File: src/rtl/prog_sequencer.sv
// Program sequencer: fetches 16-bit instructions (and mvi immediates) from a
// synchronous program memory and paces the processor with Run/Done handshakes.
module prog_sequencer #(
   parameter int unsigned ADDR_W    = 8,
   parameter int unsigned LAST_ADDR = 255,
   parameter int unsigned TIMEOUT   = 15
) (
   input  logic              i_clk,
   input  logic              i_rst,
   input  logic              i_start,
   input  logic              i_stop,
   input  logic [15:0]       i_mem_data,
   output logic [ADDR_W-1:0] o_mem_addr,
   output logic              o_mem_rd,
   output logic [15:0]       o_din,
   output logic              o_run,
   input  logic              i_done,
   output logic              o_busy,
   output logic              o_halted,
   output logic              o_timeout,
   output logic [15:0]       o_instr_count
);

   localparam int unsigned WD_W = $clog2(TIMEOUT + 1);
   localparam logic [WD_W-1:0] WD_MAX = WD_W'(TIMEOUT);
   localparam logic [ADDR_W:0] LAST = (ADDR_W + 1)'(LAST_ADDR);
   localparam logic [2:0] OP_MVI = 3'b001;

   typedef enum logic [2:0] {
      S_IDLE,
      S_FETCH,
      S_ISSUE,
      S_EXEC,
      S_RETIRE,
      S_HALT
   } state_t;

   state_t            r_state;
   logic [ADDR_W-1:0] r_pc;
   logic [15:0]       r_count;
   logic              r_timeout;
   logic              r_stop_pend;
   logic [WD_W-1:0]   r_wdog;
   logic [15:0]       r_instr;

   logic              w_busy;
   logic              w_mvi_in;
   logic              w_mvi_r;
   logic              w_pc_last;
   logic [ADDR_W-1:0] w_pc_p1;
   logic [ADDR_W:0]   w_npc;
   logic              w_wd_exp;
   logic              w_stop;

   assign w_busy    = (r_state != S_IDLE) && (r_state != S_HALT);
   assign w_mvi_in  = (i_mem_data[15:13] == OP_MVI);
   assign w_mvi_r   = (r_instr[15:13] == OP_MVI);
   assign w_pc_last = ({1'b0, r_pc} == LAST);
   assign w_pc_p1   = r_pc + ADDR_W'(1);
   // One extra bit so a step past the top of memory halts instead of wrapping
   assign w_npc     = {1'b0, r_pc}
                    + (w_mvi_r ? (ADDR_W + 1)'(2) : (ADDR_W + 1)'(1));
   assign w_wd_exp  = ((r_wdog + WD_W'(1)) == WD_MAX);
   assign w_stop    = r_stop_pend | i_stop;

   assign o_busy        = w_busy;
   assign o_halted      = (r_state == S_HALT);
   assign o_timeout     = r_timeout;
   assign o_instr_count = r_count;

   always_comb begin
      o_mem_addr = '0;
      o_mem_rd   = 1'b0;
      o_din      = '0;
      o_run      = 1'b0;
      unique case (r_state)
         S_FETCH: begin
            o_mem_addr = r_pc;
            o_mem_rd   = 1'b1;
         end
         S_ISSUE: begin
            o_din = i_mem_data;
            o_run = 1'b1;
            if (w_mvi_in && !w_pc_last) begin
               o_mem_addr = w_pc_p1;
               o_mem_rd   = 1'b1;
            end
         end
         S_EXEC: begin
            o_run = 1'b1;
            // Immediate read held open so MemData stays valid all of EXEC
            if (w_mvi_r) begin
               o_din      = i_mem_data;
               o_mem_addr = w_pc_p1;
               o_mem_rd   = 1'b1;
            end else begin
               o_din = r_instr;
            end
         end
         default: ;
      endcase
   end

   always_ff @(posedge i_clk or posedge i_rst) begin
      if (i_rst) begin
         r_state     <= S_IDLE;
         r_pc        <= '0;
         r_count     <= '0;
         r_timeout   <= 1'b0;
         r_stop_pend <= 1'b0;
         r_wdog      <= '0;
         r_instr     <= '0;
      end else begin
         if (i_stop && w_busy) r_stop_pend <= 1'b1;
         unique case (r_state)
            S_IDLE, S_HALT: begin
               r_stop_pend <= 1'b0;
               if (i_start) begin
                  r_pc      <= '0;
                  r_count   <= '0;
                  r_timeout <= 1'b0;
                  r_wdog    <= '0;
                  r_state   <= S_FETCH;
               end
            end
            S_FETCH: r_state <= S_ISSUE;
            S_ISSUE: begin
               r_instr <= i_mem_data;
               r_wdog  <= '0;
               // mvi with no room for its immediate is treated as an abort
               if (w_mvi_in && w_pc_last) begin
                  r_timeout   <= 1'b1;
                  r_stop_pend <= 1'b0;
                  r_state     <= S_HALT;
               end else begin
                  r_state <= S_EXEC;
               end
            end
            S_EXEC: begin
               if (i_done) begin
                  r_wdog  <= '0;
                  r_state <= S_RETIRE;
               end else if (w_wd_exp) begin
                  r_wdog      <= '0;
                  r_timeout   <= 1'b1;
                  r_stop_pend <= 1'b0;
                  r_state     <= S_HALT;
               end else begin
                  r_wdog <= r_wdog + WD_W'(1);
               end
            end
            S_RETIRE: begin
               r_count <= r_count + 16'd1;
               r_pc    <= w_npc[ADDR_W-1:0];
               if (w_stop || (w_npc > LAST)) begin
                  r_stop_pend <= 1'b0;
                  r_state     <= S_HALT;
               end else begin
                  r_state <= S_FETCH;
               end
            end
            default: r_state <= S_IDLE;
         endcase
      end
   end

endmodule

File: config.mk
export PLATFORM = sky130hd
export DESIGN_NAME = prog_sequencer
export DESIGN_NICKNAME = d
export VERILOG_FILES = /design/src/rtl/prog_sequencer.sv
export SDC_FILE = /design/constraint.sdc
export NUM_CORES = 1
export LEC_CHECK = 0
export CAP_MARGIN = 25
export CORE_ASPECT_RATIO = 0.7
export CORE_MARGIN = 5
export CORE_UTILIZATION = 54
export DETAILED_ROUTE_END_ITERATION = 16
export GPL_ROUTABILITY_DRIVEN = 1
export PLACE_DENSITY = 0.86
export SLEW_MARGIN = 20
export SYNTH_ARGS = -nofsm -noshare
export SYNTH_HDL_FRONTEND = slang
export SYNTH_SLANG_ARGS = --single-unit
File: constraint.sdc
create_clock -name i_clk -period 3.9 [get_ports i_clk]
set_input_delay 0.39 -clock i_clk [delete_from_list [all_inputs] [get_ports i_clk]]
set_output_delay 0.39 -clock i_clk [all_outputs]
set_load 0.01 [all_outputs]
Word-level counts from Yosys, hierarchy flattened

Cells that the tools add are included.
W data, S select, Z words.

Add/sub/neg operators: 4
$lt $le $gt $ge: 1
Equality and inequality tests: 15
Mux-type cells: 35
Bitwise logic cells: 1
Reductions and logical operators: 16

Operators by type and width:

| operator                | count |
|---|---|
| $pmux W16 S2            | 2 |
| $mux W16                | 2 |
| $mux W8                 | 3 |
| $pmux W8 S3             | 1 |
| $add A16 B1 Y16 const B | 1 |
| $pmux W8 S2             | 1 |
| $mux W3                 | 5 |
| $pmux W3 S5             | 1 |
| $mux W1                 | 12 |
| $mux W4                 | 3 |
| $pmux W4 S3             | 1 |
| $add A8 B2 Y9           | 1 |
| $eq A3 B1 Y1 const B    | 3 |
| $gt A9 B8 Y1 const B    | 1 |
| $add A8 B1 Y8 const B   | 1 |
| $eq A8 B8 Y1 const B    | 1 |
| $ne A2 B2 Y1 const B    | 4 |
| $eq A3 B2 Y1 const B    | 2 |
| $eq A3 B3 Y1 const B    | 2 |
| $ne A3 B3 Y1 const B    | 2 |
| $pmux W1 S3             | 2 |
| $reduce_and A2 Y1       | 3 |
| $reduce_bool A3 Y1      | 2 |
| $reduce_and A5 Y1       | 1 |
| 11 further kinds        | 15 |

Register bits: 49

Depth between registers and ports, before layout

Depth after elaboration: 7
Depth in mapped cells: 8
Depth with buffers taken out: 8

Least setup slack after synthesis

Ideal clock, no wire load.

Path kind: flip-flop to output port
From: reg r_state[2]
To: out o_din[0]
Data arrival time: 1.668 ns
Setup slack: 1.842 ns
Cell stages (with the launch flop): 8
Buffers on the path: 2
Path through: dfrtp_1 -> nand2b_1 -> buf_2 -> inv_1 -> nand2_1 -> nor2_1 -> clkbuf_1 -> a22o_1

Cells in the longest elaborated chain, start to end: 2

Ends and longest elaborated chain:

| element                | line | source |
|---|---|---|
| from (decl)            | 38   | `state_t r_state;` |
| from (signal assigned) | 106  | `r_state <= S_IDLE;` |
| from (signal assigned) | 123  | `r_state <= S_FETCH;` |
| from (signal assigned) | 126  | `S_FETCH: r_state <= S_ISSUE;` |
| $eq A3 B2 Y1           | 76   | `unique case (r_state)` |
| $pmux W16 S2 *         | 76   |  |
| to (decl)              | 15   | `output logic [15:0] o_din,` |

Every way passes the cells marked *; elsewhere a longest branch is shown, timed or not.

Worst setup path in the final report

From: reg r_state[1]
To: out o_din[7]

The elaborated chain is that of the path after synthesis.

==> metrics.md <==
| Metric | Value |
|---|---|
| Outcome | completed |
| Max Slew Vio Count | 0 |
| H-tree depth | 2 |
| Post-DRT Antenna Nets | 0 |
| WP data arrival | 3.09 ns |
| PD cells | 583.4 nW/um^2 |
| Detail Placement HPWL | 5269 um |
| Multi-input logic area | 1515 um^2 |
| Congestion Overflow GR | 0 |
| Min-delay worst type | in -> async |
| Max-capacitance violation count | 0 |
| Fin. Hold Viols | 0 |
| Dpl cell area | 3562 um^2 |
| Placed insts | 433 |
| Worst Tran Pin Value | 0.8751 ns |
| Port Buf Inserts | 65 |
| FF+latch count, synth | 49 |
| Sw Pwr | 841.0 uW |
| Wire length on met1 | 3319 um |
| CP Cell Sequence | nand2b_1, inv_1, nand2_1, nor2_1, a22o_1, clkdlybuf4s50_1 |
| Combinational share of power | 0.484 |
| CTS Buf Count | 5 |
| Slowest CP cell | nor2_1 |
| Area grow syn2layout | 28.06% |
| Wire per inst | 16.31 um |
| Relative slew margins | 0.4144 |
| Crit path kind | reg -> out |
| Layout Skew | 0.007356 ns |
| Reg-to-Reg Start | r_instr[14] |
| Commonest register cell after synthesis | dfrtp_1 |
| FP Rows | 22 |
| Post-route minimum period | 3.483 ns |
| Resized cells post-CTS | 0 |
| WP buf/inv | 2 |
| Vias | 2625 |
| Setup bufs post-CTS | 0 |
| YS warnings | 0 |
| IO Pins | 66 |
| Flop pwr share | 0.376 |
| CP Launch Type | flop |
| Max layer used | met4 |
| Met3 WL | 450 um |
| Die span in x | 96.82 um |
| Drt initial violations | 199 |
| Vias per inst | 5.952 |
| Chip Height | 70.77 um |
| Ant diodes | 0 |
| # DRC | 0 |
| Sw Share | 0.3951 |
| Largest delay share family, worst path | simple AND/OR/NAND/NOR gates |
| Required @ worst endpoint | 3.51 ns |
| Worst setup EP type | output port |
| RD Place Congestion | 0.8615 |
| Layout filler cell count | 422 |
| Synth Net Count | 337 |
| Nets | 395 |
| Synth cell types | 49 |
| Max FO, Critical Path | 13 |
| Clk root buf | clkbuf_8 |
| Final instance area | 3649 um^2 |
| Synth Instances | 310 |
| Clock Sink Count | 49 |
| Fmax | 0.2871 GHz |
| Die area | 6852 um^2 |
| Worst-path clk slew | 0.09 ns |
| Register area share after synthesis | 0.4304 |
| P_leak | 1.480 nW |
| Pint | 1.288 mW |
| Initial antenna violation count | 0 |
| CTS tree | done |
| CP max stage delay | 0.73 ns |
| Met2 WL post-DR | 3301 um |
| Post-CTS Hold Buffers | 0 |
| EDFF count, synth | 0 |
| Synthesized cell area | 2849 um^2 |
| Starting Density | 0.5505 |
| Worst setup path startpoint | r_state[1] |
| Clock Latency Late Sink | 0.31 ns |
| Final TNS setup | 0 ns |
| Hold WS | 0.3738 ns |
| Post-Route WL | 7194 um |
| Pin count of the biggest net entering global routing | 34 |
| Vias in the first global route | 2313 |
| Layout Cells excl Fill | 441 |
| TritonRoute pass-1 iters | 5 |
| GRT Util Overall | 0.2092 |
| VDD IR max | 0.4041 mV |
| RSZ-0062 raised after global routing | false |
| Core Area | 5175 um^2 |
| Fraction of layout cells with a size suffix above 1 | 0.09756 |
| Post-synth ARST share | 1.000 |
| Clk pwr share | 0.140 |
| Register area | 1226 um^2 |
| Period utilisation layout | 0.8931 |
| First-pass GRT wire length | 11630 um |
| # setup viols final | 0 |
| Syn Area/Cell | 9.190 um^2 |
| CTS Buffer Depth | 2 |
| Final core utilization | 0.7050 |
==> cell type report <==
class	instances	share of cell area
clock buffer	5	0.01886
clock inverter	3	0.004801
inverter	10	0.01029
multi-input combinational	233	0.4153
sequential	49	0.3361
tap	72	0.02469
timing repair buffer	69	0.1900
==> per-layer routing <==
layer	vias up	track usage
met4	0	0.07165
li1	1260	-
met3	14	0.04926
met1	1265	0.3050
met5	-	0
met2	86	0.3066
==> stage by stage <==
step / total power, mW / setup WS (ns)
floorplan: 1.424 / 1.842
global route: 2.273 / 0.1882
CTS: 2.139 / 0.4214
detailed placement: 1.835 / 0.7611
global placement: 1.799 / 0.9569
finish: 2.129 / 0.4168
==> registers in the layout, summed over array words and instances, names as in the netlist <==
name           flops
o_instr_count     16
o_timeout          1
r_instr           16
r_pc               8
r_state            3
r_stop_pend        1
r_wdog             4
==> Yosys cell counts, drive strengths merged, types with 3 or more instances <==
cell type / n / area, um^2
inv: 9 / 33.78
nand2: 38 / 142.6
buf: 6 / 30.03
or3: 3 / 18.77
xnor2: 3 / 26.28
mux2: 15 / 168.9
nand3: 17 / 85.08
clkbuf: 12 / 45.04
a22o: 15 / 131.4
a21oi: 15 / 75.07
a31oi: 4 / 25.02
o21ai: 31 / 158.9
nor2: 21 / 78.83
nor3b: 4 / 46.29
o211ai: 7 / 57.55
and3: 4 / 25.02
ha: 6 / 75.07
mux2i: 7 / 70.07
o31ai: 5 / 42.54
nor2b: 3 / 18.77
dfrtp: 49 / 1226
nand4: 8 / 50.05
==> worst register-to-register path, stage by stage, from the launching register on <==
cell       delay [ns]
dfrtp_1          0.43
nor3b_2          0.42
clkinv_1         0.31
ha_1             0.29
ha_1             0.18
a21o_1           0.16
nand4_1          0.16
o221ai_1         0.17
o2bb2ai_1        0.17
==> power by group through the flow <==
stage / registers [mW] / clock network (mW) / logic [mW]
floorplan: 0.725 / 0 / 0.698
global placement: 0.798 / 0 / 1.00
detailed placement: 0.805 / 0 / 1.03
CTS: 0.796 / 0.306 / 1.04
global route: 0.823 / 0.326 / 1.12
finish: 0.800 / 0.297 / 1.03
==> final timing paths <==
path | end | slack, ns | cells past startpoint
worst min register to register | o_instr_count[13] | 0.51 | 1
worst max-delay path | o_din[7] | 0.42 | 6
min in group i_clk | o_instr_count[13] | 0.51 | 1
max in group asynchronous | r_pc[7] | 3.01 | 3
worst max register to register | r_state[2] | 1.49 | 8
worst min-delay path | r_stop_pend | 0.37 | 2
==> kinds of logic after synthesis <==
group / after synthesis / share of synthesized area
AND/OR/NAND/NOR: 106 / 0.1818
buffers and inverters: 28 / 0.03952
flip-flops: 49 / 0.4304
adder cells (fa/ha/maj): 7 / 0.02986
XOR/XNOR: 4 / 0.01230
AO/OA/AOI/OAI: 94 / 0.2222
multiplexers: 22 / 0.08388
==> layout by cell type, fill, tap and decap left out, types with 5 or more instances in the layout <==
master           count
nand4_1              8
a21oi_1             15
o211ai_1             6
nand3_1             17
ha_1                 6
a22o_1              15
nand2_1             38
mux2_2              15
mux2i_1              7
inv_1                8
clkdlybuf4s50_1     65
nor2_1              21
dfrtp_1             49
clkbuf_8             5
o21ai_0             30
(Power assumes the default switching activity.)
